File: src/rtl/conv_pkg.sv
// ============================================================================
// conv_pkg -- shared FSM state encoding and default widths for conv_oc_scheduler
// Revision: 1.0
// ============================================================================
`default_nettype none

package conv_pkg;

   localparam int DEF_DATA_WIDTH   = 8;
   localparam int DEF_WEIGHT_WIDTH = 8;
   localparam int DEF_KERNEL_SIZE  = 3;
   localparam int DEF_IN_CHANNEL   = 3;
   localparam int DEF_OUT_CHANNEL  = 4;
   localparam int DEF_OUTPUT_WIDTH = 20;

   typedef enum logic [1:0] {
      IDLE  = 2'd0,
      FETCH = 2'd1,
      MAC   = 2'd2,
      OUT   = 2'd3
   } conv_state_e;

   function automatic int clog2_min1(input int n);
      return (n > 1) ? $clog2(n) : 1;
   endfunction

endpackage

`default_nettype wire

File: src/rtl/conv_oc_scheduler.sv
// ============================================================================
// conv_oc_scheduler -- applies OUT_CHANNEL weight sets to one latched window via an external MAC
// Optional macro CONV_OC_PERF_CNT_EN adds busy-cycle and result counters. Revision: 1.0
// ============================================================================
`default_nettype none

module conv_oc_scheduler
   import conv_pkg::*;
#(
   parameter int DATA_WIDTH   = DEF_DATA_WIDTH,
   parameter int WEIGHT_WIDTH = DEF_WEIGHT_WIDTH,
   parameter int KERNEL_SIZE  = DEF_KERNEL_SIZE,
   parameter int IN_CHANNEL   = DEF_IN_CHANNEL,
   parameter int OUT_CHANNEL  = DEF_OUT_CHANNEL,
   parameter int OUTPUT_WIDTH = DEF_OUTPUT_WIDTH,
   localparam int K    = KERNEL_SIZE * KERNEL_SIZE * IN_CHANNEL,
   localparam int OC_W = clog2_min1(OUT_CHANNEL)
) (
   input  logic                      clk,
   input  logic                      rst_n,
   input  logic                      window_valid,
   output logic                      window_ready,
   input  logic [K*DATA_WIDTH-1:0]   multi_channel_window_in,
   output logic                      wgt_rd_en,
   output logic [OC_W-1:0]           wgt_addr,
   input  logic [K*WEIGHT_WIDTH-1:0] wgt_rd_data,
   output logic [K*DATA_WIDTH-1:0]   mac_window,
   output logic                      mac_window_valid,
   output logic [K*WEIGHT_WIDTH-1:0] mac_weight,
   output logic                      mac_weight_valid,
   input  logic [OUTPUT_WIDTH-1:0]   mac_conv_out,
   input  logic                      mac_conv_valid,
   output logic [OUTPUT_WIDTH-1:0]   result_data,
   output logic [OC_W-1:0]           result_oc,
   output logic                      result_last,
   output logic                      result_valid,
   input  logic                      result_ready
`ifdef CONV_OC_PERF_CNT_EN
   ,
   output logic [31:0]               perf_busy_cycles,
   output logic [31:0]               perf_results
`endif
);

   localparam logic [OC_W-1:0] c_last_oc = OC_W'(OUT_CHANNEL - 1);

   conv_state_e                state_q, state_d;
   logic [OC_W-1:0]            oc_q, oc_d;
   logic [K*DATA_WIDTH-1:0]    window_q, window_d;
   logic [OUTPUT_WIDTH-1:0]    result_q, result_d;
   logic [K*DATA_WIDTH-1:0]    win_hold_q, win_hold_d;
   logic [K*WEIGHT_WIDTH-1:0]  wgt_hold_q, wgt_hold_d;
   logic                       w_is_last;
   logic                       w_out_hs;

   assign w_is_last = (oc_q == c_last_oc);
   assign w_out_hs  = (state_q == OUT) && result_ready;

   always_comb begin
      state_d    = state_q;
      oc_d       = oc_q;
      window_d   = window_q;
      result_d   = result_q;
      win_hold_d = win_hold_q;
      wgt_hold_d = wgt_hold_q;
      case (state_q)
         IDLE: begin
            if (window_valid) begin
               window_d = multi_channel_window_in;
               oc_d     = '0;
               state_d  = FETCH;
            end
         end
         FETCH: state_d = MAC;
         MAC: begin
            // An invalid MAC return is recorded as zero rather than stale data.
            result_d   = mac_conv_valid ? mac_conv_out : '0;
            win_hold_d = window_q;
            wgt_hold_d = wgt_rd_data;
            state_d    = OUT;
         end
         OUT: begin
            if (result_ready) begin
               if (w_is_last) begin
                  oc_d    = '0;
                  state_d = IDLE;
               end else begin
                  oc_d    = oc_q + 1'b1;
                  state_d = FETCH;
               end
            end
         end
         default: state_d = IDLE;
      endcase
   end

   always_ff @(posedge clk) begin
      if (!rst_n) begin
         state_q    <= IDLE;
         oc_q       <= '0;
         window_q   <= '0;
         result_q   <= '0;
         win_hold_q <= '0;
         wgt_hold_q <= '0;
      end else begin
         state_q    <= state_d;
         oc_q       <= oc_d;
         window_q   <= window_d;
         result_q   <= result_d;
         win_hold_q <= win_hold_d;
         wgt_hold_q <= wgt_hold_d;
      end
   end

   assign window_ready     = (state_q == IDLE);
   assign wgt_rd_en        = (state_q == FETCH);
   assign wgt_addr         = oc_q;
   assign mac_window_valid = (state_q == MAC);
   assign mac_weight_valid = (state_q == MAC);
   // Outside MAC the drive holds what the MAC last saw.
   assign mac_window       = (state_q == MAC) ? window_q    : win_hold_q;
   assign mac_weight       = (state_q == MAC) ? wgt_rd_data : wgt_hold_q;
   assign result_data      = result_q;
   assign result_oc        = oc_q;
   assign result_valid     = (state_q == OUT);
   assign result_last      = (state_q == OUT) && w_is_last;

`ifdef CONV_OC_PERF_CNT_EN
   logic [31:0] perf_busy_q, perf_busy_d;
   logic [31:0] perf_res_q, perf_res_d;

   always_comb begin
      perf_busy_d = perf_busy_q + ((state_q != IDLE) ? 32'd1 : 32'd0);
      perf_res_d  = perf_res_q + (w_out_hs ? 32'd1 : 32'd0);
   end

   always_ff @(posedge clk) begin
      if (!rst_n) begin
         perf_busy_q <= '0;
         perf_res_q  <= '0;
      end else begin
         perf_busy_q <= perf_busy_d;
         perf_res_q  <= perf_res_d;
      end
   end

   assign perf_busy_cycles = perf_busy_q;
   assign perf_results     = perf_res_q;
`endif

endmodule

`default_nettype wire

File: config.mk
export PLATFORM = sky130hd
export DESIGN_NAME = conv_oc_scheduler
export DESIGN_NICKNAME = d
export VERILOG_FILES = /design/src/rtl/conv_pkg.sv /design/src/rtl/conv_oc_scheduler.sv
export SDC_FILE = /design/constraint.sdc
export NUM_CORES = 1
export LEC_CHECK = 0
export CAP_MARGIN = 10
export CORE_AREA = 2 2 356 358
export CTS_CLUSTER_SIZE = 40
export DETAILED_ROUTE_END_ITERATION = 16
export DIE_AREA = 0 0 358 360
export PLACE_DENSITY = 0.45
export REMOVE_ABC_BUFFERS = 1
export SLEW_MARGIN = 5
export SYNTH_ARGS = -nofsm -noshare
export SYNTH_HDL_FRONTEND = slang
export SYNTH_SLANG_ARGS = --single-unit
File: constraint.sdc
create_clock -name clk -period 2.1 [get_ports clk]
set_input_delay 0.315 -clock clk [delete_from_list [all_inputs] [get_ports clk]]
set_output_delay 0.315 -clock clk [all_outputs]
set_load 0.02 [all_outputs]
# Word level (Yosys, flattened, before mapping)
# Index checks and enable logic that the tools add are counted.
# totals
reg_bits	672
latch_bits	0
ramBits	0
mem_bits_ro	0
in_bits	457
output_inout_bits	462
memories	0
# classes
addsub	1
n_mul	0
div_mod_pow	0
n_lt_le_gt_ge	0
n_eq_ne	6
shifts	0
muxes	11
n_bitwise	0
reduce_logical	6
# ops
operator	count
2-to-1 mux 216 bit	2
2-to-1 mux 20 bit	1
2-to-1 mux 2 bit	5
case mux 2 bit (4 select lines)	1
equality test 2 bit, second input constant	3
case mux 2 bit (2 select lines)	1
AND reduction 2 bit	2
AND reduction 3 bit	1
adder 2 x 1 -> 2 bit, second input constant	1
equality test 2 x 1 -> 1 bit, second input constant	1
logical NOT 2 bit	1
!= test 2 x 1 -> 1 bit, second input constant	1
!= test 2 bit, second input constant	1
nonzero test 2 bit	1
logical AND 1 bit	1
2-to-1 mux 1 bit	1

# Logic depth before layout (Yosys ltp)
# Gate-level depths: netlist of run 1.
# depth
depth_word	4
depth_mapped	8
ltp_nobuf	5

# Worst setup path after synthesis of run 1
# Ideal clock, no wire load.
# synth_path
kind	flip-flop to output port
startpoint	register state_q[0]
endpoint	output mac_weight[0]
arrival_time_ns	1.653
path_slack_ns	0.132
path_stages_with_launch	7
path_cell_list	dfxtp_1 inv_1 ha_1 buf_2 buf_6 buf_6 mux2_4
# synth_via
elab_chain_cells	2
# synth_rtl
item	line	source
start: declaration	conv_oc_scheduler.sv:47	conv_state_e state_q, state_d;
start signal: assignment	conv_oc_scheduler.sv:106	state_q <= state_d;
equality test 2 bit	-	
named net mac_weight_valid	conv_oc_scheduler.sv:30	output logic mac_weight_valid,
2-to-1 mux 216 bit	-	
end: declaration	conv_oc_scheduler.sv:29	output logic [K*WEIGHT_WIDTH-1:0] mac_weight,
# The timed path passes the listed nets, and every way through them passes these cells.

# Worst setup path in the final report of run 1
# layout_path
startpoint	register state_q[0]
endpoint	output mac_weight[83]
# layout_via
elab_chain_cells	2
# layout_rtl
item	line	source
equality test 2 bit	conv_oc_scheduler.sv:122	assign mac_weight = (state_q == MAC) ? wgt_rd_data : wgt_hold_q;
2-to-1 mux 216 bit	-	
# Every way passes these cells.

==> flow_summary.yaml, run 1 <==
pwr:
  leakagePower_uw: 0.0203
  power_switching_uw: 16300
  internal_power_uw: 33300
  ir_drop_mv: 0.633
  seqPwrFrac_pct: 30.7
  p_sw_share_pct: 32.9
  clkPwrFrac_pct: 29.9
  fin_total_pwr_uw: 49600
  power_frac_comb_pct: 39.4
  powerDensity_nw_per_um2: 1190
layout:
  final_common_cell: "dfxtp_1"
  layout-drive-gt1-share_pct: 26.5
  final_net_count: 3899
  final_cell_mix: "dfxtp_1, clkdlybuf4s50_1, nand2_1, and2_1, a21oi_1"
  syn2layout_area_growth_pct: 60.3
  n_fill_cell: 12944
synth:
  synthDominantCellAreaShare_pct: 51.9
  ys_ff_latch: 672
  ys_async_sr_fraction_pct: 0
  synth_top_family_by_area: "multiplexers"
  synthMuxAreaShare_pct: 21.7
  yosysWarnings: 0
  yosys.area_share.simple_pct: 17.8
  syn_area_um2: 25900
  synthXorXnorAreaFrac_pct: 0
  netlist_instances: 2453
  synth_compound_area_share_pct: 4.70
  synth_seq_area_share_pct: 51.9
  synth.area.top_cells: "dfxtp_1, mux2_4, and2_1"
  synth.avg_cell_area_um2: 10.6
  yosysUniqueCellTypes: 24
  synthAdderAreaFrac_pct: 0.290
  yosys.area.top_type: "dfxtp_1"
  synth-main-ff-cell: "dfxtp_1"
  synth-edff-count: 0
run_status:
  status: "complete, but fails checks"
  violations: "negative setup slack"
global_route:
  met3_usage_pct: 5.55
  grt_max_degree: 72
  antenna_found_initial: 33
  grt_use_total_pct: 14.6
  gr-total-overflow: 0
  grt_pass1_vias: 20340
  top_usage_layer: "met2"
  grt_pass1_wl_um: 140000
  met1_usage_pct: 16.4
  use_met2_pct: 25.4
sta:
  timing.hold.ws_ns: 0.199
  rsz0062_at_grt: "yes"
  fin_skew_ns: 0.0199
  setup_slack_ns: -0.609
  slew_headroom_pct: 64.2
  setup_viol: 438
  worst-slew-pin-transition_ns: 0.537
  hold_viol_final: 0
  slew_viol_final: 0
  setup_tns_ns: -212.16
  fmax_mhz: 369
  finalCritPeriodShare_pct: 129
  fin_crit_ns: 2.71
critical_path:
  critPathTopFamily: "buffers and inverters"
  cp_slowest_cell: "dfxtp_2"
  worstPathRequired_ns: 1.78
  cp.buffers_inverters: 7
  start_kind: "register"
  path_cells: "inv_2 -> ha_4 -> buf_12 -> buf_12 -> buf_12 -> buf_16 -> buf_8 -> mux2_4 -> buf_6"
  cp_max_fo: 6
  crit_arrival_ns: 2.39
  critPathCaptureType: "output pin"
  max_stage_delay_ns: 0.33
  cp_common_cell: "buf_12"
  critPathKind: "register to output pin"
cts:
  numCtsBuffers: 84
  root_buffer: "clkbuf_16"
  cts_tree: "built"
  cts.sinks: 672
  h-tree-depth: 3
  clockBufferDepth: 3
  clk_pin_slew_ns: 0.06
  clk_latency_ns: 0.66
die:
  dieArea_um2: 129000
  coreArea_um2: 125000
  die_h_um: 360
  floorplan.initialDensity_pct: 20.7
  die_x_um: 358
  placementRows: 130
  pin_count: 919
placement:
  hpwl_um: 71500
  port_buffers: 918
  place_congestion: 0.783
drt:
  wl_um: 99900
  vias_per_cell: 3.95
  route.detailed.drc: 0
  first_pass_iters: 5
  drt_iter0_markers: 775
  vias: 20375
  wl_per_cell_um: 19.3
  antenna_left: 0
flow_run:
  max_cap_viol_count: 0
hold_path:
  hold_path_class: "input pin to register"
## cell families after synthesis
logic type               Yosys count
AND/OR/NAND/NOR                  921
flip-flops                       672
multiplexers                     432
AO/OA/AOI/OAI                    242
buffers and inverters            180
adder cells (fa/ha/maj)            6
## per-stage QoR
step	util [%]	instance area (µm²)	std cells	setup slack, ns
6_report	33.2	41500	5163	-0.609
3_3_place_gp	29.9	37300	4940	-0.269
5_1_grt	33.2	41500	5161	-0.717
3_5_place_dp	29.9	37300	4940	-0.258
4_1_cts	32.5	40500	5114	-0.965
2_1_floorplan	-	25000	2276	-13.76
## cell type report
| cell class | count | area (µm²) | area share [%] |
|---|---|---|---|
| multi-input combinational | 1601 | 11600 | 28.0 |
| clock buffer | 126 | 2470 | 5.95 |
| tap | 1650 | 2060 | 4.97 |
| sequential | 672 | 13500 | 32.4 |
| timing repair buffer | 1074 | 11500 | 27.7 |
| inverter | 3 | 18.8 | 0.0452 |
| clock inverter | 25 | 342 | 0.823 |
| antenna | 12 | 30.0 | 0.0724 |
## timing repair
action / CTS / global route
setup endpoints to repair: 442 / 442
buffers inserted: 17 / 29
gates cloned: 5 / 10
pin swaps: 0 / 1
hold buffers: 1 / 0
gates resized for setup: 281 / 748
hold endpoints to repair: 18 / 0
## worst reg2reg max path, stage by stage (launching register included)
cell     delay [ns]
dfxtp_2        0.32
inv_2          0.07
buf_4          0.10
buf_4          0.10
ha_1           0.26
and2_4         0.25
buf_12         0.19
buf_4          0.31
nand2_1        0.10
a21oi_1        0.13
## flip-flops by register name, indices dropped and copies added (netlist names)
signal,count
win_hold_q,216
result_data,20
result_oc,2
state_q,2
window_q,216
wgt_hold_q,216
## layer usage
metal	share of wire, %	wire, µm
met1	40	40200
met3	7.9	7910
met4	2.3	2280
met2	49	49300
met5	0.15	151
## Yosys cell counts (6+ instances only)
| master | count |
|---|---|
| a21oi_1 | 238 |
| and2_1 | 435 |
| buf_2 | 51 |
| buf_6 | 22 |
| clkbuf_1 | 98 |
| dfxtp_1 | 672 |
| ha_1 | 6 |
| mux2_2 | 232 |
| mux2_4 | 200 |
| nand2_1 | 435 |
| nor2_1 | 22 |
| nor2b_1 | 23 |
## power groups by stage
stage	Sequential (µW)	Combinational, µW	Clock, µW
floorplan	14300	4700	0
global placement	15500	18400	0
detailed placement	15500	18500	0
CTS	15200	19100	15400
global route	15400	20900	15900
finish	15200	19500	14800
## path summary, 6_finish.rpt
| kind | startpoint | endpoint | slack [ns] | cells past startpoint |
|---|---|---|---|---|
| min reg2reg | window_q[112]$_SDFFE_PN0P_ | window_q[112]$_SDFFE_PN0P_ | 0.45 | 2 |
| max reg2reg | state_q[0]$_SDFFE_PN0P_ | window_q[201]$_SDFFE_PN0P_ | 0.21 | 9 |
| max | state_q[0]$_SDFFE_PN0P_ | mac_weight[83] | -0.61 | 9 |
| min | multi_channel_window_in[131] | window_q[131]$_SDFFE_PN0P_ | 0.20 | 3 |
Note: power is estimated with default switching activity, not from simulation.
==> run 2, diff against run 1 <==
--- a/config.mk
+++ b/config.mk
@@ -7,10 +7,12 @@
 export LEC_CHECK = 0
 export CAP_MARGIN = 10
 export CORE_AREA = 2 2 356 358
-export CTS_CLUSTER_SIZE = 40
+export CTS_BUF_LIST = sky130_fd_sc_hd__clkbuf_4 sky130_fd_sc_hd__clkbuf_8
+export CTS_CLUSTER_SIZE = 28
 export DETAILED_ROUTE_END_ITERATION = 16
 export DIE_AREA = 0 0 358 360
-export PLACE_DENSITY = 0.45
+export DONT_BUFFER_PORTS = 1
+export PLACE_DENSITY = 0.36
 export REMOVE_ABC_BUFFERS = 1
 export SLEW_MARGIN = 5
 export SYNTH_ARGS = -nofsm -noshare
==> run 2 against run 1 <==
Maximum frequency rose by 0.33%. Wire length down 7.9%. Via count down 6.6%. Combinational power fell by 7%. Sequential power barely moved. Count of clock-buffer cells in the layout rose by 72. Setup slack improved by 0.0089 ns. Clock power fell by 14%. Critical path type unchanged. Critical endpoint is now mac_weight[144]. The run ends with negative hold slack, negative setup slack left. Non-clock buffer count fell by 519.
==> flow_summary.yaml, run 2 (synthesis results as in run 1) <==
critical_path:
  r2r_start: "state_q[0]$_SDFFE_PN0P_"
  reg2reg_depth: 6
  critPathTopFamily: "buffers and inverters"
  cp_common_cell: "buf_12"
  critPathKind: "register to output pin"
  max_stage_delay_ns: 0.38
  critPathCaptureType: "output pin"
  crit_arrival_ns: 2.38
  cp_max_fo: 7
  cp_slowest_cell: "dfxtp_4"
  start_kind: "register"
  timing.rr.end: "result_oc[0]$_SDFFE_PN0P_"
  worstPathRequired_ns: 1.78
  r2r_slack_ns: 0.12
  path_cells: "ha_4 -> buf_12 -> buf_16 -> buf_12 -> clkbuf_16 -> mux2_4"
  cp.buffers_inverters: 4
drt:
  first_pass_iters: 5
  antenna_left: 0
  vias: 19033
  wl_per_cell_um: 19.6
  wl_um: 92000
  drt_iter0_markers: 861
  vias_per_cell: 4.05
  route.detailed.drc: 0
sta:
  finalCritPeriodShare_pct: 129
  slew_viol_final: 0
  setup_viol: 435
  fin_crit_ns: 2.70
  rsz0062_at_grt: "yes"
  hold_viol_final: 191
  setup_slack_ns: -0.600
  fmax_mhz: 370
  timing.hold.ws_ns: -0.348
  worst-slew-pin-transition_ns: 0.851
  slew_headroom_pct: 43.3
  setup_tns_ns: -216.25
  fin_skew_ns: 0.0311
layout:
  final_common_cell: "dfxtp_1"
  layout-drive-gt1-share_pct: 26.7
  seq_area_um2: 13500
  final_area_um2: 37300
  multi_input_area_um2: 12400
  n_fill_cell: 12918
  final_net_count: 3417
  syn2layout_area_growth_pct: 44.0
  final_cell_mix: "dfxtp_1, nand2_1, and2_1"
  reg.largest.list: "wgt_hold_q (216), win_hold_q (216), window_q (216)"
global_route:
  grt_pass1_wl_um: 131000
  use_met2_pct: 24.2
  met3_usage_pct: 5.40
  gr-total-overflow: 0
  grt_use_total_pct: 13.5
  grt_pass1_vias: 20254
  top_usage_layer: "met2"
  antenna_found_initial: 10
  grt_max_degree: 438
  met1_usage_pct: 14.2
die:
  floorplan.initialDensity_pct: 20.7
  dieArea_um2: 129000
  pin_count: 919
  placementRows: 130
  die_h_um: 360
  coreArea_um2: 125000
  die_x_um: 358
placement:
  dp_slack_ns: 0.0396
  hpwl_um: 59800
  postPlaceCellArea_um2: 28200
  port_buffers: 0
  place_congestion: 0.786
hold_path:
  min_to: "win_hold_q[109]$_SDFF_PN0_"
  hold_start: "rst_n"
  hold_path_class: "input pin to register"
  whs_path_depth: 1
cts:
  numCtsBuffers: 121
  clockBufferDepth: 3
  cts.sinks: 672
  clk_pin_slew_ns: 0.06
  cts_tree: "built"
  root_buffer: "clkbuf_8"
  h-tree-depth: 3
  clk_latency_ns: 0.81
flow_run:
  max_cap_viol_count: 0
pwr:
  fin_total_pwr_uw: 46300
  powerDensity_nw_per_um2: 1240
  seqPwrFrac_pct: 33.2
  leakagePower_uw: 0.0149
  power_frac_comb_pct: 39.1
  p_sw_share_pct: 34.2
  internal_power_uw: 30400
  clkPwrFrac_pct: 27.6
  power_switching_uw: 15800
  ir_drop_mv: 0.568
run_status:
  status: "complete, but fails checks"
  violations: "negative hold slack, negative setup slack"
==> run 2: cell count changes in the layout (fill, tap and decap cells not counted), sizes merged <==
| cell | delta |
|---|---|
| clkdlybuf4s50 | -483 |
| clkdlybuf4s15 | -17 |
| clkbuf | +23 |
| clkinvlp | +1 |
| inv | -3 |
| clkinv | -1 |
| diode | -3 |
| bufinv | -5 |
| buf | -137 |
| dlygate4sd3 | +399 |
| dlygate4sd2 | -33 |
| dlymetal6s2s | -199 |
==> run 2: worst reg2reg max path, delay by kind of cell, from the launching register on <==
kind | cells | cell delay, ns
flops | 1 | 0.33
compound gates | 1 | 0.14
simple gates | 2 | 0.38
buf+inv | 2 | 0.70
fa+ha+maj | 1 | 0.37
==> run 2: power by group through the flow <==
stage / logic [µW] / clock network (µW) / registers (µW)
2_1_floorplan: 4700 / 0 / 14300
3_3_place_gp: 13600 / 0 / 15500
3_5_place_dp: 13700 / 0 / 15600
4_1_cts: 18400 / 13300 / 15400
5_1_grt: 19200 / 13900 / 15500
6_report: 18100 / 12800 / 15400
==> run 2: per-stage QoR <==
| stage | cells | hold WS (ns) | util, % |
|---|---|---|---|
| after floorplan | 2276 | 0.433 | - |
| after global placement | 4015 | 0.439 | 22.5 |
| after detailed placement | 4015 | 0.443 | 22.5 |
| after CTS | 4684 | -0.460 | 29.7 |
| after global routing | 4702 | -0.454 | 29.8 |
| final | 4705 | -0.348 | 29.8 |
==> run 2: per-layer routing <==
layer  up-vias  share of wire [%]
met5         -                  0
met4         0                2.8
met3       157                9.0
met2       704                 51
met1      9136                 38
li1       9036                  -
==> run 2: how the worst max path moves through the flow <==
stage / from / end / slack [ns] / cells past startpoint
final: state_q[1]$_SDFFE_PN0P_ / mac_weight[144] / -0.60 / 6
after global routing: state_q[1]$_SDFFE_PN0P_ / mac_weight[95] / -0.76 / 6
after CTS: state_q[0]$_SDFFE_PN0P_ / mac_window[52] / -0.78 / 8
after detailed placement: state_q[0]$_SDFFE_PN0P_ / result_data[0]$_SDFFE_PN0P_ / 0.04 / 7
after global placement: state_q[0]$_SDFFE_PN0P_ / result_data[8]$_SDFFE_PN0P_ / 0.05 / 7
after floorplan: state_q[0]$_SDFFE_PN0P_ / mac_weight[164] / -13.76 / 3
==> run 2: cell type report <==
cell class,count,share of cell area [%]
sequential,672,36.1
timing repair buffer,555,18.2
multi-input combinational,1601,33.4
inverter,3,0.0503
antenna,9,0.0604
clock buffer,198,6.45
tap,1650,5.54
clock inverter,17,0.289
==> run 2: timing repair <==
action / CTS / global route
endpoints found under the hold margin: 672 / 442
cloned: 30 / 9
endpoints found under the setup margin: 438 / 460
hold buffers: 385 / 15
resized for setup: 334 / 56
pin swaps: 1 / 0
setup buffers: 39 / 13
